File: config.mk
export PLATFORM = sky130hd
export DESIGN_NAME = mc_ctrl_fsm
export DESIGN_NICKNAME = d
export VERILOG_FILES = /design/src/rtl/mc_ctrl_pkg.sv /design/src/rtl/mc_ctrl_decode.sv /design/src/rtl/mc_ctrl_fsm.sv
export SDC_FILE = /design/constraint.sdc
export NUM_CORES = 1
export LEC_CHECK = 0
export BUFFER_PORTS_ARGS = -buffer_cell sky130_fd_sc_hd__buf_2
export CAP_MARGIN = 40
export CORE_MARGIN = 4
export CORE_UTILIZATION = 40
export DETAILED_ROUTE_END_ITERATION = 6
export HOLD_SLACK_MARGIN = 0.08
export PLACE_DENSITY = 0.72
export SLEW_MARGIN = 25
export SYNTH_ARGS = -nofsm -noshare
export SYNTH_HDL_FRONTEND = slang
export SYNTH_HIERARCHICAL = 1
export SYNTH_SLANG_ARGS = --single-unit
File: constraint.sdc
create_clock -name clk -period 3.7 [get_ports clk]
set_clock_uncertainty 0.1 [all_clocks]
set_input_delay 0.555 -clock clk [delete_from_list [all_inputs] [get_ports clk]]
set_output_delay 0.555 -clock clk [all_outputs]
set_load 0.02 [all_outputs]
File: src/rtl/mc_ctrl_pkg.sv
// Shared types for the multicycle control FSM: state encodings, opcode classes,
// datapath select codes and the control word driven by the decoder.
package mc_ctrl_pkg;

    typedef enum logic [3:0] {
        ST_FETCH  = 4'd0,
        ST_DECODE = 4'd1,
        ST_EX_R   = 4'd2,
        ST_EX_I1  = 4'd3,
        ST_EX_I2  = 4'd4,
        ST_EX_LSW = 4'd5,
        ST_EX_B   = 4'd6,
        ST_EX_J   = 4'd7,
        ST_WB_ALU = 4'd8,
        ST_MEM_LW = 4'd9,
        ST_WB_LW  = 4'd10,
        ST_MEM_SW = 4'd11,
        ST_TRAP   = 4'd15
    } state_e;

    typedef enum logic [2:0] {
        CLS_R, CLS_BR, CLS_J, CLS_I1, CLS_I2, CLS_LW, CLS_SW
    } op_class_e;

    localparam logic [2:0] ASB_REGB  = 3'b000;
    localparam logic [2:0] ASB_CONST = 3'b001;
    localparam logic [2:0] ASB_JOFF  = 3'b010;
    localparam logic [2:0] ASB_UIMM  = 3'b011;
    localparam logic [2:0] ASB_SEXT  = 3'b100;

    localparam logic [1:0] ADIR_ADD   = 2'b00;
    localparam logic [1:0] ADIR_FUNCT = 2'b10;

    localparam logic [1:0] PCSRC_ALU    = 2'b00;
    localparam logic [1:0] PCSRC_BRANCH = 2'b01;

    typedef struct packed {
        logic [1:0] pc_src;
        logic       iord;
        logic       mem_read;
        logic       mem_write;
        logic       ir_write;
        logic       reg_dst;
        logic       reg_src_a;
        logic       reg_write;
        logic       alu_src_a;
        logic [2:0] alu_src_b;
        logic [1:0] alu_dir;
        logic       mem_to_reg;
        logic       pc_write;
        logic       branch;
        logic       be;
        logic       trap;
    } ctrl_t;

    // Only the low four opcode bits carry meaning; anything above is illegal.
    function automatic logic is_legal_op(input logic [31:0] op);
        return op[31:4] == 28'd0;
    endfunction

    function automatic op_class_e op_class(input logic [3:0] op);
        case (op)
            4'b1000, 4'b1100, 4'b1011, 4'b1111:                   return CLS_R;
            4'b0100, 4'b0101:                                     return CLS_BR;
            4'b0011:                                              return CLS_J;
            4'b1001, 4'b1010, 4'b1101, 4'b1110, 4'b0111, 4'b0110: return CLS_I1;
            4'b0000:                                              return CLS_I2;
            4'b0001:                                              return CLS_LW;
            default:                                              return CLS_SW;
        endcase
    endfunction

endpackage

File: src/rtl/mc_ctrl_decode.sv
// Combinational control-word decode from the current state; FETCH gates its
// IR/PC writes on mem_ready, DECODE sets register selects for loads/stores.
module mc_ctrl_decode
    import mc_ctrl_pkg::*;
(
    input  state_e state_i,
    input  logic   op0_i,
    input  logic   lsw_i,
    input  logic   mem_ready_i,
    output ctrl_t  ctrl_o
);

    always_comb begin
        ctrl_o = '0;
        case (state_i)
            ST_FETCH: begin
                ctrl_o.mem_read  = 1'b1;
                ctrl_o.alu_src_b = ASB_CONST;
                ctrl_o.ir_write  = mem_ready_i;
                ctrl_o.pc_write  = mem_ready_i;
            end
            ST_DECODE: begin
                ctrl_o.reg_dst   = lsw_i;
                ctrl_o.reg_src_a = lsw_i;
            end
            ST_EX_R: begin
                ctrl_o.alu_src_a = 1'b1;
                ctrl_o.alu_dir   = ADIR_FUNCT;
            end
            ST_EX_I1: begin
                ctrl_o.alu_src_a = 1'b1;
                ctrl_o.alu_src_b = ASB_SEXT;
                ctrl_o.alu_dir   = ADIR_FUNCT;
            end
            ST_EX_I2: begin
                ctrl_o.alu_src_a = 1'b1;
                ctrl_o.alu_src_b = ASB_UIMM;
                ctrl_o.alu_dir   = ADIR_FUNCT;
            end
            ST_EX_LSW: begin
                ctrl_o.alu_src_a = 1'b1;
                ctrl_o.alu_src_b = ASB_SEXT;
                ctrl_o.alu_dir   = ADIR_ADD;
            end
            ST_EX_B: begin
                ctrl_o.pc_src = PCSRC_BRANCH;
                ctrl_o.branch = 1'b1;
                ctrl_o.be     = ~op0_i;
            end
            ST_EX_J: begin
                ctrl_o.pc_write  = 1'b1;
                ctrl_o.alu_src_b = ASB_JOFF;
            end
            ST_WB_ALU: ctrl_o.reg_write = 1'b1;
            ST_MEM_LW: begin
                ctrl_o.iord     = 1'b1;
                ctrl_o.mem_read = 1'b1;
            end
            ST_WB_LW: begin
                ctrl_o.reg_dst    = 1'b1;
                ctrl_o.reg_write  = 1'b1;
                ctrl_o.mem_to_reg = 1'b1;
            end
            ST_MEM_SW: begin
                ctrl_o.iord      = 1'b1;
                ctrl_o.mem_write = 1'b1;
            end
            ST_TRAP:   ctrl_o.trap = 1'b1;
            default:   ctrl_o = '0;
        endcase
    end

endmodule

File: src/rtl/mc_ctrl_fsm.sv
// Multicycle control FSM with memory-wait watchdog and sticky trap state.
// Optional performance counters are built when MC_CTRL_PERF_CNT_EN is defined.
module mc_ctrl_fsm
    import mc_ctrl_pkg::*;
#(
    parameter int OP_W        = 4,
    parameter int ALUSRCB_W   = 3,
    parameter int TO_W        = 8,
    parameter int MEM_TIMEOUT = 16
`ifdef MC_CTRL_PERF_CNT_EN
    , parameter int CNT_W     = 32
`endif
) (
    input  logic                 clk,
    input  logic                 reset,
    input  logic [OP_W-1:0]      op,
    input  logic                 mem_ready,
    output logic [1:0]           pc_src,
    output logic                 iord,
    output logic                 mem_read,
    output logic                 mem_write,
    output logic                 ir_write,
    output logic                 reg_dst,
    output logic                 reg_src_a,
    output logic                 reg_write,
    output logic                 alu_src_a,
    output logic [ALUSRCB_W-1:0] alu_src_b,
    output logic [1:0]           alu_dir,
    output logic                 mem_to_reg,
    output logic                 pc_write,
    output logic                 branch,
    output logic                 be,
    output logic                 trap,
    output logic [3:0]           state_o
`ifdef MC_CTRL_PERF_CNT_EN
    , output logic [CNT_W-1:0]   instr_retired
    , output logic [CNT_W-1:0]   wait_cycles
`endif
);

    localparam logic [TO_W-1:0] TIMEOUT_C = TO_W'(MEM_TIMEOUT);

    state_e          state_q, state_d;
    logic [TO_W-1:0] wait_q, wait_d;
    logic            op0_q, op0_d;
    logic            legal, lsw, timeout, wait_inc;
    op_class_e       cls;
    ctrl_t           ctrl;

    assign legal   = is_legal_op(32'(op));
    assign cls     = op_class(op[3:0]);
    assign lsw     = legal && (cls == CLS_LW || cls == CLS_SW);
    assign timeout = (MEM_TIMEOUT != 0) && (wait_q == TIMEOUT_C);

    always_comb begin
        state_d = state_q;
        op0_d   = op0_q;
        case (state_q)
            ST_FETCH:  if (mem_ready) state_d = ST_DECODE;
                       else if (timeout) state_d = ST_TRAP;
            ST_DECODE: begin
                // Branch sense is captured here so later op changes cannot disturb EX_B.
                op0_d = op[0];
                if (!legal) begin
                    state_d = ST_TRAP;
                end else begin
                    case (cls)
                        CLS_R:   state_d = ST_EX_R;
                        CLS_BR:  state_d = ST_EX_B;
                        CLS_J:   state_d = ST_EX_J;
                        CLS_I1:  state_d = ST_EX_I1;
                        CLS_I2:  state_d = ST_EX_I2;
                        default: state_d = ST_EX_LSW;
                    endcase
                end
            end
            ST_EX_R, ST_EX_I1, ST_EX_I2: state_d = ST_WB_ALU;
            ST_EX_LSW: state_d = op[0] ? ST_MEM_LW : ST_MEM_SW;
            ST_EX_B, ST_EX_J, ST_WB_ALU, ST_WB_LW: state_d = ST_FETCH;
            ST_MEM_LW: if (mem_ready) state_d = ST_WB_LW;
                       else if (timeout) state_d = ST_TRAP;
            ST_MEM_SW: if (mem_ready) state_d = ST_FETCH;
                       else if (timeout) state_d = ST_TRAP;
            ST_TRAP:   state_d = ST_TRAP;
            default:   state_d = ST_TRAP;
        endcase
    end

    assign wait_inc = (state_q == ST_FETCH || state_q == ST_MEM_LW || state_q == ST_MEM_SW)
                      && !mem_ready && (state_d == state_q);

    always_comb begin
        wait_d = wait_q;
        if (state_d != state_q)
            wait_d = '0;
        else if (wait_inc && wait_q != '1)
            wait_d = wait_q + TO_W'(1);
    end

    always_ff @(posedge clk) begin
        if (reset) begin
            state_q <= ST_FETCH;
            wait_q  <= '0;
            op0_q   <= 1'b0;
        end else begin
            state_q <= state_d;
            wait_q  <= wait_d;
            op0_q   <= op0_d;
        end
    end

    mc_ctrl_decode u_decode (
        .state_i     (state_q),
        .op0_i       (op0_q),
        .lsw_i       (lsw),
        .mem_ready_i (mem_ready),
        .ctrl_o      (ctrl)
    );

    assign pc_src     = ctrl.pc_src;
    assign iord       = ctrl.iord;
    assign mem_read   = ctrl.mem_read;
    assign mem_write  = ctrl.mem_write;
    assign ir_write   = ctrl.ir_write;
    assign reg_dst    = ctrl.reg_dst;
    assign reg_src_a  = ctrl.reg_src_a;
    assign reg_write  = ctrl.reg_write;
    assign alu_src_a  = ctrl.alu_src_a;
    assign alu_src_b  = ALUSRCB_W'(ctrl.alu_src_b);
    assign alu_dir    = ctrl.alu_dir;
    assign mem_to_reg = ctrl.mem_to_reg;
    assign pc_write   = ctrl.pc_write;
    assign branch     = ctrl.branch;
    assign be         = ctrl.be;
    assign trap       = ctrl.trap;
    assign state_o    = state_q;

`ifdef MC_CTRL_PERF_CNT_EN
    logic [CNT_W-1:0] retired_q, waits_q;
    logic             retire;

    assign retire = (state_d == ST_FETCH) && (state_q != ST_FETCH) && (state_q != ST_TRAP);

    always_ff @(posedge clk) begin
        if (reset) begin
            retired_q <= '0;
            waits_q   <= '0;
        end else begin
            if (retire && retired_q != '1)
                retired_q <= retired_q + CNT_W'(1);
            if (wait_inc && waits_q != '1)
                waits_q <= waits_q + CNT_W'(1);
        end
    end

    assign instr_retired = retired_q;
    assign wait_cycles   = waits_q;
`endif

endmodule

* Yosys cells after proc, flatten, opt, wreduce, memory -nomap -nowiden
Memory sizes are Yosys's and may differ from the RTL's. Cells that the tools add are included.
Cells by class: bitwise logic cells 1, muxes and demuxes 22, magnitude comparators 0, add/sub/neg operators 1, $mul 0, shift operators 0, div/mod/pow operators 0, reduce and logical (&&, ||, !) cells 17, equality and inequality tests 22
Operators with widths (number):
- $pmux W4 S7 | 1
- $eq A4 B4 Y1 const B | 5
- $eq A4 B3 Y1 const B | 4
- $mux W4 | 4
- $pmux W3 S5 | 1
- $pmux W3 S4 | 1
- $mux W1 | 10
- $reduce_or A2 Y1 | 5
- $eq A3 B3 Y1 const B | 3
- $add A8 B1 Y8 const B | 1
- $eq A4 B2 Y1 const B | 2
- $eq A8 B5 Y1 const B | 1
- $ne A8 B8 Y1 const B | 1
- $reduce_or A4 Y1 | 2
- $eq A3 B2 Y1 const B | 2
- $mux W2 | 3
- $eq A4 B1 Y1 const B | 1
- $eq A4 B4 Y1 | 1
- $logic_not A4 Y1 | 1
- $ne A4 B4 Y1 | 1
- $pmux W1 S2 | 2
- $eq A3 B1 Y1 const B | 1
- $logic_and A1 B1 Y1 | 3
- $logic_not A3 Y1 | 1
- 4 further kinds | 6
Storage, ports and cells: RAM bits 0, latch bits 0, bits in read-only memories 48, bits in registers 13, memories kept 1, input bits 7, output and inout bits 24, word-level logic and storage cells 67
Memory list:
- (no name shown) | depth 16, width 3, read ports 1, clocked after memory_dff 0, wr ports 0, RTL line mc_ctrl_pkg.sv:62 | case (op)

* Depth between registers and ports, before layout
depth in word-level cells 7, depth in mapped cells 7, gate-level depth less buffers 7

* Modules after synthesis
The synthesis kept the hierarchy.
By module, submodules not included:
- mc_ctrl_fsm | instances 1, area an instance 1054.8 um^2, cells each 117
- mc_ctrl_decode | instances 1, area an instance 236.5 um^2, cells each 40

* Worst setup path before layout
No wires, ideal clock.
path kind input to output, start in op[0], end out reg_dst, data required time 3045 ps, slack 1453 ps, path buffers 0, data arrival time 1592 ps, stages 5, cell sequence ha_1 -> nor3_1 -> and2_1 -> nand4bb_1 -> a21oi_1
On the way: word-level cells in the longest chain between the ends 4, elaborated cells on any way between the ends 5
RTL lines:
- from (decl) | RTL line mc_ctrl_fsm.sv:16 | input logic [OP_W-1:0] op,
- $mem_v2 Z16 W3 (*)
- $eq A3 B3 Y1 | RTL line mc_ctrl_fsm.sv:52 | assign lsw = legal && (cls == CLS_LW || cls == CLS_SW);
- $logic_or A1 B1 Y1 (*) | RTL line mc_ctrl_fsm.sv:52
- named net lsw | RTL line mc_ctrl_fsm.sv:46 | logic legal, lsw, timeout, wait_inc;
- $pmux W1 S2 (*) | RTL line mc_ctrl_decode.sv:15 | case (state_i)
- to (decl) | RTL line mc_ctrl_fsm.sv:23 | output logic reg_dst,
The timed path passes the listed nets; every way through them passes the cells marked *.

* Worst setup path in the final report
start in op[1], end out reg_dst
The elaborated chain is that of the path after synthesis.

==> results.tsv <==
stage	metric	value	unit
min_path	Hold Crit Start	reset	
routing	drt first pass iters	4	
synthesis	post-synthesis compound-gate area fraction	0.172	
job	max cap viols	0	
synthesis	Post-synth EDFFs	0	
sta	WHS	0.405	ns
setup_path	kind of end point of the critical path	output pin	
power_and_ir_drop	Leakage	0.595	nW
clock_tree	clock slew at reported path FFs	0.07	ns
clock_tree	cts bufs inserted	3	
global_routing	GR Overflow Total	0	
synthesis	xor/xnor share of the synthesized area	0.0610	
sta	period utilisation layout	0.655	
setup_path	worst r2r src	state_o[0]	
synthesis	Mean Syn Cell Area	8.22	µm²
sta	Final Hold Viols	0	
min_path	worst hold path depth	2	
sta	RSZ-0062 raised after global routing	no	
sta	Tightest Pin Transition	0.711	ns
clock_tree	Bufs on Longest Clock Path	2	
die	io pins	31	
synthesis	Synth area leader	dfxtp_1	
sta	Slew headroom	0.525	
clock_tree	post-CTS resize count	0	
synthesis	Post-Synth Adder-Cell Area	0.0388	
sta	final worst setup slack	1.28	ns
die	die height	64.8	µm
sta	fmax	413	MHz
setup_path	Startpoint Class	input port	
global_routing	antenna violations before repair	0	
setup_path	Reg2Reg Depth	5	
clock_tree	H-tree lvl count	1	
synthesis	Mapped Cells	157	
outcome	outcome	finished clean	
cells_and_area	fin area	1450	µm²
routing	final wirelength	2720	µm
global_routing	first-pass GRT wire length	4690	µm
synthesis	fraction of the yosys area taken by sequential cells	0.202	
min_path	Worst Hold Endpoint	state_o[0]	
sta	fin. max-slew vios	0	
global_routing	total track usage	0.137	
synthesis	Synth Cell Area	1290	µm²
synthesis	largest family of logic cells by synthesized area	simple AND/OR/NAND/NOR gates	
synthesis	Netlist cell types	54	
routing	DRC	0	
synthesis	post-synthesis mux area share	0.0233	
synthesis	Yosys top cell area share	0.202	
global_routing	vias in the first global route	1043	
clock_tree	clk sinks	13	
routing	post-route ant nets	0	
routing	vias per cell	5.15	
placed_design	routability cong.	0.777	
global_routing	Global Route met1 Usage	0.185	
die	Row Count	20	
min_path	Min-Delay Path Class	in -> reg	
clock_tree	Post-CTS Setup Inserts	0	
routing	routed vias	1153	
cells_and_area	Layout Nets	192	
routing	initial drt markers	48	
synthesis	Warnings, synthesis	6	
cells_and_area	area growth from synthesis to layout	12.3	%
die	total core area	3080	µm²
die	die area	4200	µm²
cells_and_area	share of cells above drive strength 1	0.294	
setup_path	reg2reg setup slack	1.29	ns
synthesis	Async SR Flop Fraction	0	
setup_path	Critical Path RT	3.04	ns
clock_tree	CTS root buf	clkbuf_4	
placed_design	post-placement cell area	1410	µm²
placed_design	I/O Buffers	28	
synthesis	simple-gate area share of the yosys netlist	0.396	
clock_tree	Hold Buf Count CTS	0	
routing	wire length per cell	12.1	µm
global_routing	grt met2 use	0.223	
die	die width	64.8	µm
die	starting density of the core	0.420	
global_routing	GR peak layer	met2	
cells_and_area	antenna cells	0	
synthesis	Synth area leaders	dfxtp_1 20%, nor3_2 6.2%, nor2_1 5.2%	
sta	Tmin final	2.42	ns
setup_path	crit path max fanout	6	
placed_design	Post-Place Setup Slack	1.26	ns
setup_path	CP arrival	1.77	ns
global_routing	pin count of the biggest net entering global routing	27	
sta	Final Setup Violations	0	
setup_path	WS Path Type	in -> out	
synthesis	Top FF cell, synth	dfxtp_1	
global_routing	GR Util met3	0.0225	
power_and_ir_drop	Max VDD drop	0.216	mV
sta	setup_tns	0	ns
clock_tree	clk_lat worst skew	0.28	ns
clock_tree	CTS tree	yes	
cells_and_area	Fillers	324	
placed_design	dpl hpwl	1960	µm
power_and_ir_drop	PwrDens	535	nW/µm²
setup_path	r2r endpoint	wait_q[2]	
synthesis	#FFs+latches synth	13	
==> synth_stat cells (2+ instances only) <==
| cell type | number |
|---|---|
| nor2_1 | 18 |
| dfxtp_1 | 13 |
| a21oi_1 | 9 |
| nor3_2 | 8 |
| nor3_1 | 7 |
| xor2_1 | 7 |
| inv_1 | 6 |
| nand2_1 | 6 |
| nand2b_1 | 6 |
| buf_4 | 5 |
| buf_6 | 5 |
| ha_1 | 4 |
| nand3_1 | 4 |
| nand3b_1 | 4 |
| o21ai_0 | 4 |
| mux2i_1 | 3 |
| nand4_1 | 3 |
| a31oi_1 | 2 |
| and3_1 | 2 |
| buf_2 | 2 |
| nand4bb_1 | 2 |
| nor3b_1 | 2 |
| or2_2 | 2 |
| or3_1 | 2 |
| xnor2_1 | 2 |
==> stage by stage <==
| stage | power (mW) | cells | util |
|---|---|---|---|
| 5_1_grt | 0.841 | 224 | 0.471 |
| 4_1_cts | 0.777 | 223 | 0.467 |
| 2_1_floorplan | 0.598 | 158 | - |
| 3_5_place_dp | 0.687 | 219 | 0.459 |
| 6_report | 0.775 | 224 | 0.471 |
| 3_3_place_gp | 0.670 | 217 | 0.449 |
==> cells by family after synthesis <==
| logic type | Yosys count |
|---|---|
| muxes | 3 |
| AOI/OAI and AO/OA | 29 |
| xor gates and xnor gates | 9 |
| other | 1 |
| DFF | 13 |
| and+or+nand+nor | 78 |
| adders and majority gates | 4 |
| buffers and inverters | 20 |
==> critical path: stages <==
cell,delay (ns)
buf_2,0.14
ha_1,0.23
nor3_1,0.23
and2_1,0.16
nand4bb_1,0.12
a21oi_1,0.16
buf_2,0.18
==> per-layer routing <==
layer / vias up / share of wire / wire length, µm
li1: 604 / - / -
met1: 513 / 0.48 / 1300
met2: 32 / 0.44 / 1200
met3: 4 / 0.069 / 188
met4: 0 / 0.013 / 34
met5: - / 0 / 0
==> report_power, final <==
| part | internal (mW) | switching, mW |
|---|---|---|
| Clock | 0.0418 | 0.0451 |
| Combinational | 0.194 | 0.297 |
| Sequential | 0.156 | 0.0404 |
| Total | 0.392 | 0.383 |
==> cell usage in the layout (no fill, tap or decap), types with 2 or more instances in the layout <==
cell type  netlist  layout
buf_2            2      28
nor2_1          18      18
dfxtp_1         13      13
a21oi_1          9       9
nor3_2           8       8
nor3_1           7       7
xor2_1           7       7
inv_1            6       6
nand2_1          6       6
nand2b_1         6       6
nand3b_1         4       4
o21ai_0          4       4
nand3_1          4       4
ha_1             4       4
nand4_1          3       3
mux2i_1          3       3
clkbuf_4         0       3
or2_2            2       2
nand4bb_1        2       2
or3_1            2       2
nor3b_1          2       2
a31oi_1          2       2
and3_1           2       2
xnor2_1          2       2
buf_8            0       2
conb_1           1       2
==> registers in the layout, indices dropped and copies added, names as in the netlist <==
name and count:
op0_q 1, state_o 4, wait_q 8
==> area by class of cell <==
| cell class | count | area [µm²] | share of cell area |
|---|---|---|---|
| clock buffer | 4 | 26.3 | 0.0181 |
| inverter | 7 | 27.5 | 0.0190 |
| multi-input combinational | 125 | 900 | 0.620 |
| sequential | 13 | 260 | 0.179 |
| tap | 44 | 55.1 | 0.0380 |
| timing repair buffer | 31 | 181 | 0.125 |
==> worst max path at each step <==
stage	end	from	slack, ns	depth (start not counted)
6_report	reg_dst	op[1]	1.28	7
5_1_grt	wait_q[7]	state_o[0]	1.08	5
4_1_cts	wait_q[3]	state_o[0]	1.26	5
3_5_place_dp	wait_q[3]	state_o[0]	1.26	5
3_3_place_gp	reg_dst	op[1]	1.26	7
2_1_floorplan	reg_dst	op[0]	1.45	5
(Power assumes the default switching activity.)
